[config.mk]
export PLATFORM = sky130hd
export DESIGN_NAME = mem_port_arbiter
export DESIGN_NICKNAME = d
export VERILOG_FILES = /design/src/rtl/mem_port_arbiter.sv
export SDC_FILE = /design/constraint.sdc
export NUM_CORES = 1
export LEC_CHECK = 0
export CAP_MARGIN = 20
export CELL_PAD_IN_SITES_DETAIL_PLACEMENT = 1
export CELL_PAD_IN_SITES_GLOBAL_PLACEMENT = 1
export CORE_MARGIN = 2
export CORE_UTILIZATION = 27
export CTS_CLUSTER_DIAMETER = 150
export DETAILED_ROUTE_END_ITERATION = 12
export PLACE_DENSITY_LB_ADDON = 0.15
export SLEW_MARGIN = 20
export SYNTH_ARGS = -nofsm -noshare
export SYNTH_HDL_FRONTEND = slang
export SYNTH_SLANG_ARGS = --single-unit
[constraint.sdc]
create_clock -name clk -period 2 [get_ports clk]
set_input_delay 0.4 -clock clk [delete_from_list [all_inputs] [get_ports clk]]
set_output_delay 0.4 -clock clk [all_outputs]
set_load 0.005 [all_outputs]
[src/rtl/mem_port_arbiter.sv]
// rtl/mem_port_arbiter.sv - single-port memory arbiter between instruction fetch and load/store
// One transaction in flight at a time; data wins ties unless it won the previous grant.
module mem_port_arbiter #(
  parameter int ADDR_W  = 32,
  parameter int DATA_W  = 32,
  parameter int MEM_LAT = 2
) (
  input  logic              clk,
  input  logic              rst,
  input  logic              if_req,
  input  logic [ADDR_W-1:0] if_addr,
  output logic              if_gnt,
  output logic              if_valid,
  output logic [DATA_W-1:0] if_rdata,
  input  logic              flush,
  input  logic              d_re,
  input  logic              d_we,
  input  logic [ADDR_W-1:0] d_addr,
  input  logic [DATA_W-1:0] d_wdata,
  output logic              d_gnt,
  output logic              d_valid,
  output logic [DATA_W-1:0] d_rdata,
  output logic              mem_en,
  output logic              mem_we,
  output logic [ADDR_W-1:0] mem_addr,
  output logic [DATA_W-1:0] mem_wdata,
  input  logic [DATA_W-1:0] mem_rdata,
  output logic              busy
);

  typedef enum logic [1:0] {
    IDLE  = 2'd0,
    ISSUE = 2'd1,
    WAIT  = 2'd2
  } state_t;

  state_t     state;
  logic       last_d;
  logic       drop;
  logic       is_fetch;
  logic       is_store;
  logic [2:0] cnt;
  logic       d_req;
  logic       pick_d;

  assign d_req  = d_re | d_we;
  assign pick_d = d_req && (!if_req || !last_d);
  assign d_gnt  = (state == IDLE) && !rst && pick_d;
  assign if_gnt = (state == IDLE) && !rst && if_req && !pick_d;
  assign busy   = (state != IDLE);

  always_ff @(posedge clk) begin
    if (rst) begin
      state     <= IDLE;
      last_d    <= 1'b0;
      drop      <= 1'b0;
      is_fetch  <= 1'b0;
      is_store  <= 1'b0;
      cnt       <= '0;
      if_valid  <= 1'b0;
      if_rdata  <= '0;
      d_valid   <= 1'b0;
      d_rdata   <= '0;
      mem_en    <= 1'b0;
      mem_we    <= 1'b0;
      mem_addr  <= '0;
      mem_wdata <= '0;
    end else begin
      // memory command and valid strobes are single-cycle pulses
      mem_en    <= 1'b0;
      mem_we    <= 1'b0;
      mem_addr  <= '0;
      mem_wdata <= '0;
      if_valid  <= 1'b0;
      d_valid   <= 1'b0;
      case (state)
        IDLE: begin
          drop <= 1'b0;
          if (d_gnt) begin
            mem_en    <= 1'b1;
            mem_we    <= d_we;
            mem_addr  <= d_addr;
            mem_wdata <= d_we ? d_wdata : '0;
            last_d    <= 1'b1;
            is_fetch  <= 1'b0;
            is_store  <= d_we;
            state     <= ISSUE;
          end else if (if_gnt) begin
            mem_en    <= 1'b1;
            mem_addr  <= if_addr;
            last_d    <= 1'b0;
            is_fetch  <= 1'b1;
            is_store  <= 1'b0;
            drop      <= flush;
            state     <= ISSUE;
          end
        end
        ISSUE: begin
          if (is_fetch && flush) drop <= 1'b1;
          if (is_store) begin
            d_valid <= 1'b1;
            state   <= IDLE;
          end else begin
            cnt   <= 3'(MEM_LAT - 1);
            state <= WAIT;
          end
        end
        WAIT: begin
          if (is_fetch && flush) drop <= 1'b1;
          if (cnt == 3'd0) begin
            state <= IDLE;
            if (is_fetch) begin
              // a flush in the sampling cycle itself must also suppress the result
              if (!(drop || flush)) begin
                if_valid <= 1'b1;
                if_rdata <= mem_rdata;
              end
            end else begin
              d_valid <= 1'b1;
              d_rdata <= mem_rdata;
            end
          end else begin
            cnt <= cnt - 3'd1;
          end
        end
        default: state <= IDLE;
      endcase
    end
  end

endmodule

### After elaboration in Yosys (flattened, before gate mapping)

Cells that the tools add are included.

* register bits: 141

* add/sub/neg operators: 1
* eq/ne operators: 7
* mux-type cells: 26
* bitwise operators: 8
* reduce and logical (&&, ||, !) cells: 29

Operators by type and width (number)
* two-way mux 32 bit: 2
* two-way mux 1 bit: 14
* two-way mux 2 bit: 4
* nonzero test 2 bit: 4
* OR reduction 4 bit: 2
* inverter 1 bit: 7
* logical AND 1 bit: 6
* two-way mux 3 bit: 2
* inequality test 2 bit, second input constant: 3
* one-hot mux 2 bit (3 select lines): 1
* one-hot mux 3 bit (2 select lines): 1
* AND reduction 2 bit: 3
* AND reduction 3 bit: 2
* logical NOT 1 bit: 4
* one-hot mux 1 bit (2 select lines): 2
* AND reduction 4 bit: 1
* OR reduction 2 bit: 2
* logical NOT 3 bit: 1
* inequality test 3 bit, second input constant: 1
* OR reduction 3 bit: 1
* subtractor 3 x 1 -> 3 bit, second input constant: 1
* == test 2 x 1 -> 1 bit, second input constant: 1
* == test 2 bit, second input constant: 1
* logical NOT 2 bit: 1
* 3 further kinds: 4

### Depth between registers and ports, before layout

* word-level depth: 8
* depth in mapped cells: 8
* gate-level depth less buffers: 6

### Least setup slack after synthesis

No wires, ideal clock.

* path kind: reg2out
* from: register state[0]
* to: output port d_gnt
* arrival time: 1.366 ns
* path slack: 0.234 ns
* cell stages (with the launch flop): 6
* path buffers: 1
* cell sequence: dfxtp_1 > inv_1 > ha_1 > inv_1 > a2111oi_4 > buf_2

* cells in the longest elaborated chain, start to end: 3

RTL lines
* start, declared: RTL line 37 `state_t state;`
* start signal, assigned: RTL line 54 `state <= IDLE;`
* start signal, assigned: RTL line 87 `state <= ISSUE;`
* start signal, assigned: RTL line 95 `state <= ISSUE;`
* logical NOT 2 bit: RTL line 48 `assign d_gnt = (state == IDLE) && !rst && pick_d;`
* logical AND 1 bit (2 in series): RTL line 48
* end, declared: RTL line 20 `output logic d_gnt,`

Every way passes these cells.

### Worst setup path in the final report

* from: register state[0]
* to: output port busy

* cells in the longest elaborated chain, start to end: 1

RTL lines
* nonzero test 2 bit: RTL line 50 `assign busy = (state != IDLE);`
* end, declared: RTL line 28 `output logic busy`

Every way passes these cells.

==> flow_summary.toml <==
[synth]
synth_ff_type = "dfxtp_1"
synth_seq_cells = 141
ys_warn_count = 0
synthArstFlopShare = 0
synth_fp_nets = 629
synth.area.top_cells = "dfxtp_1 60%, nand2_1 11%, a21oi_1 7.1%, a22o_1 6.0%, and3_1 4.4%"
synth_edf_count = 0
synth_top_area_frac = 0.603
synthCells = 489
syn_area_mm2 = 0.00468
avgSynthCellArea_um2 = 9.57
synth_area_leader_cell = "dfxtp_1"
yosys-top-cells-count = "141 x dfxtp_1, 133 x nand2_1, 66 x a21oi_1"
ys_types = 35
synth_seq_area_share = 0.603
synth_most_common_cell = "dfxtp_1"

[place]
hpwlAfterDp_um = 11600
preCtsSetupSlack_ns = -0.272
gp_congestion = 0.734
portBuffers = 268

[run_status]
status = "completed"

[route]
wire_per_inst_um = 16.4
top_layer_used = "met4"
drt_drc_violations_left = 0
viasPerCell = 4.56
m1WireLength_um = 6120
vias = 4561
wl_met3_um = 1150
drtIter0Drc = 134
wirelength_um = 16400
drt_pass1_iterations = 6
met2_length_um = 8500
ant_nets = 0

[floorplan]
fp.coreArea_mm2 = 0.0171
die_area_mm2 = 0.0184
die_h_um = 136
row_count = 48
die-width_um = 136
initial_core_util = 0.273
io-pin-count = 269

[setup_path]
crit_required_ns = 1.60
cp.arrival_ns = 1.49
crit_fanout = 4
crit_path_start_kind = "flip-flop"
path_class = "flip-flop to output pin"
endpoint_kind = "output pin"

[grt]
globalRouteTotalUtil = 0.177
grt_max_degree = 74
grt_pass1_wl_um = 25300
overflow = 0
antenna_found_initial = 1
grt_pass1_vias = 4839

[sta]
final.setup_skew_ns = 0.00796
finalCriticalPeriod_ns = 1.89
drv_slew = 0
holdWs_ns = 0.453
max_freq_mhz = 528
rsz0062_at_grt = "no"
relSlewSlack = 0.470
tightest_slew_ns = 0.796
finalWorstSetupSlack_ns = 0.107
period_share = 0.947
final-hold-violation-count = 0
setup_viol = 0

[clock_network]
root_buffer = "clkbuf_16"
numCtsBuffers = 17
htreeDepth = 4
cts_buffer_depth = 2
cts_tree = "built"
clk_latency_ns = 0.41
path_clk_slew_ns = 0.06
cts_hold_buf = 0
clock-sinks = 141

[flow_run]
drv_cap = 0

[power_and_ir_drop]
power_density_mw_per_mm2 = 867
vdd_ir_drop_max_mv = 0.610
leakagePower_nw = 3.14

[final_layout]
drive_gt1_frac = 0.0877
fillers = 1930
finalCoreUtilization = 0.483
nets = 903
syn_to_final_growth_pct = 76.6

[worst_hold_path]
hold_path_class = "flip-flop to flip-flop"
## final cells by class
class                           instances  area [um^2]  area share
Antenna cell                            1         2.50    0.000303
Clock buffer                           21          460      0.0557
Clock inverter                         10         68.8     0.00833
Inverter                                8         30.0     0.00363
Multi-Input combinational cell        305         1720       0.209
Sequential cell                       141         2820       0.342
Tap cell                              225          282      0.0341
Timing Repair Buffer                  290         2870       0.347
## cells in the final DEF (no fill, tap or decap), types with 2 or more instances in the layout
| master | netlist | layout |
|---|---|---|
| ha_4 | 0 | 2 |
| nor2_1 | 7 | 5 |
| and3_1 | 33 | 33 |
| ha_1 | 6 | 4 |
| dlygate4sd2_1 | 0 | 4 |
| clkbuf_16 | 0 | 17 |
| a21oi_1 | 66 | 66 |
| clkbuf_1 | 21 | 2 |
| inv_2 | 0 | 3 |
| clkbuf_8 | 0 | 2 |
| buf_12 | 0 | 3 |
| nand3_1 | 2 | 2 |
| buf_4 | 0 | 19 |
| nand2b_1 | 2 | 2 |
| dfxtp_1 | 141 | 140 |
| clkinv_2 | 0 | 4 |
| inv_1 | 8 | 5 |
| clkinv_4 | 0 | 3 |
| a211oi_1 | 3 | 2 |
| mux2i_1 | 2 | 2 |
| clkinvlp_4 | 0 | 3 |
| a22o_1 | 32 | 32 |
| nand2_1 | 133 | 133 |
| buf_2 | 10 | 2 |
| clkdlybuf4s50_1 | 0 | 262 |
## what timing repair did
action,4_1_cts,5_1_grt
endpoints found under the setup margin,3,33
pin swaps,1,1
buffers inserted,4,1
gates resized for setup,18,3
## state kept, by name (all words and copies together) (netlist names), 2 cells and up
signal     flops
cnt            3
mem_addr      32
mem_wdata     32
d_rdata       32
if_rdata      32
state          2
## worst max-delay path, cell delays in order, from the launching register on
cell and delay [ns]:
dfxtp_1 0.37, inv_2 0.07, ha_4 0.18, inv_2 0.08
buf_4 0.14, dlygate4sd2_1 0.25
## cell families after synthesis
logic type / count (synthesis) / synth area share
xor gates and xnor gates: 1 / 0.00187
adders and majority gates: 6 / 0.0160
muxes: 2 / 0.00428
buffers and inverters: 43 / 0.0420
and+or+nand+nor: 185 / 0.176
AOI/OAI and AO/OA: 111 / 0.157
DFF: 141 / 0.603
## power by group
group / switching (mW) / internal (mW)
Sequential: 0.0824 / 3.00
Combinational: 0.502 / 0.763
Clock: 1.18 / 1.64
## layer usage
layer / track usage / up-vias
li1: - / 2199
met1: 0.185 / 2163
met2: 0.318 / 162
met3: 0.0557 / 37
met4: 0.0926 / 0
met5: 0 / -
## metrics by stage
step                power (mW)  cell area (um^2)  std cells  TNS, ns
detailed placement        4.38              7650        964    -1.56
global route              7.51              8260       1001        0
finish                    7.16              8260       1001        0
CTS                       7.27              8240        999        0
global placement          4.33              7650        964   -0.663
floorplan                 3.57              4680        489        0
## path summary, 6_finish.rpt
check	from	endpoint	depth (start not counted)	slack, ns
max	state[0]$_SDFFE_PP0P_	busy	5	0.11
min	d_rdata[28]$_SDFFE_PP0P_	d_rdata[28]$_SDFFE_PP0P_	2	0.45
max reg2reg	state[0]$_SDFFE_PP0P_	if_rdata[17]$_SDFFE_PP0P_	8	0.12
min reg2reg	d_rdata[28]$_SDFFE_PP0P_	d_rdata[28]$_SDFFE_PP0P_	2	0.45
(Power assumes the default switching activity.)
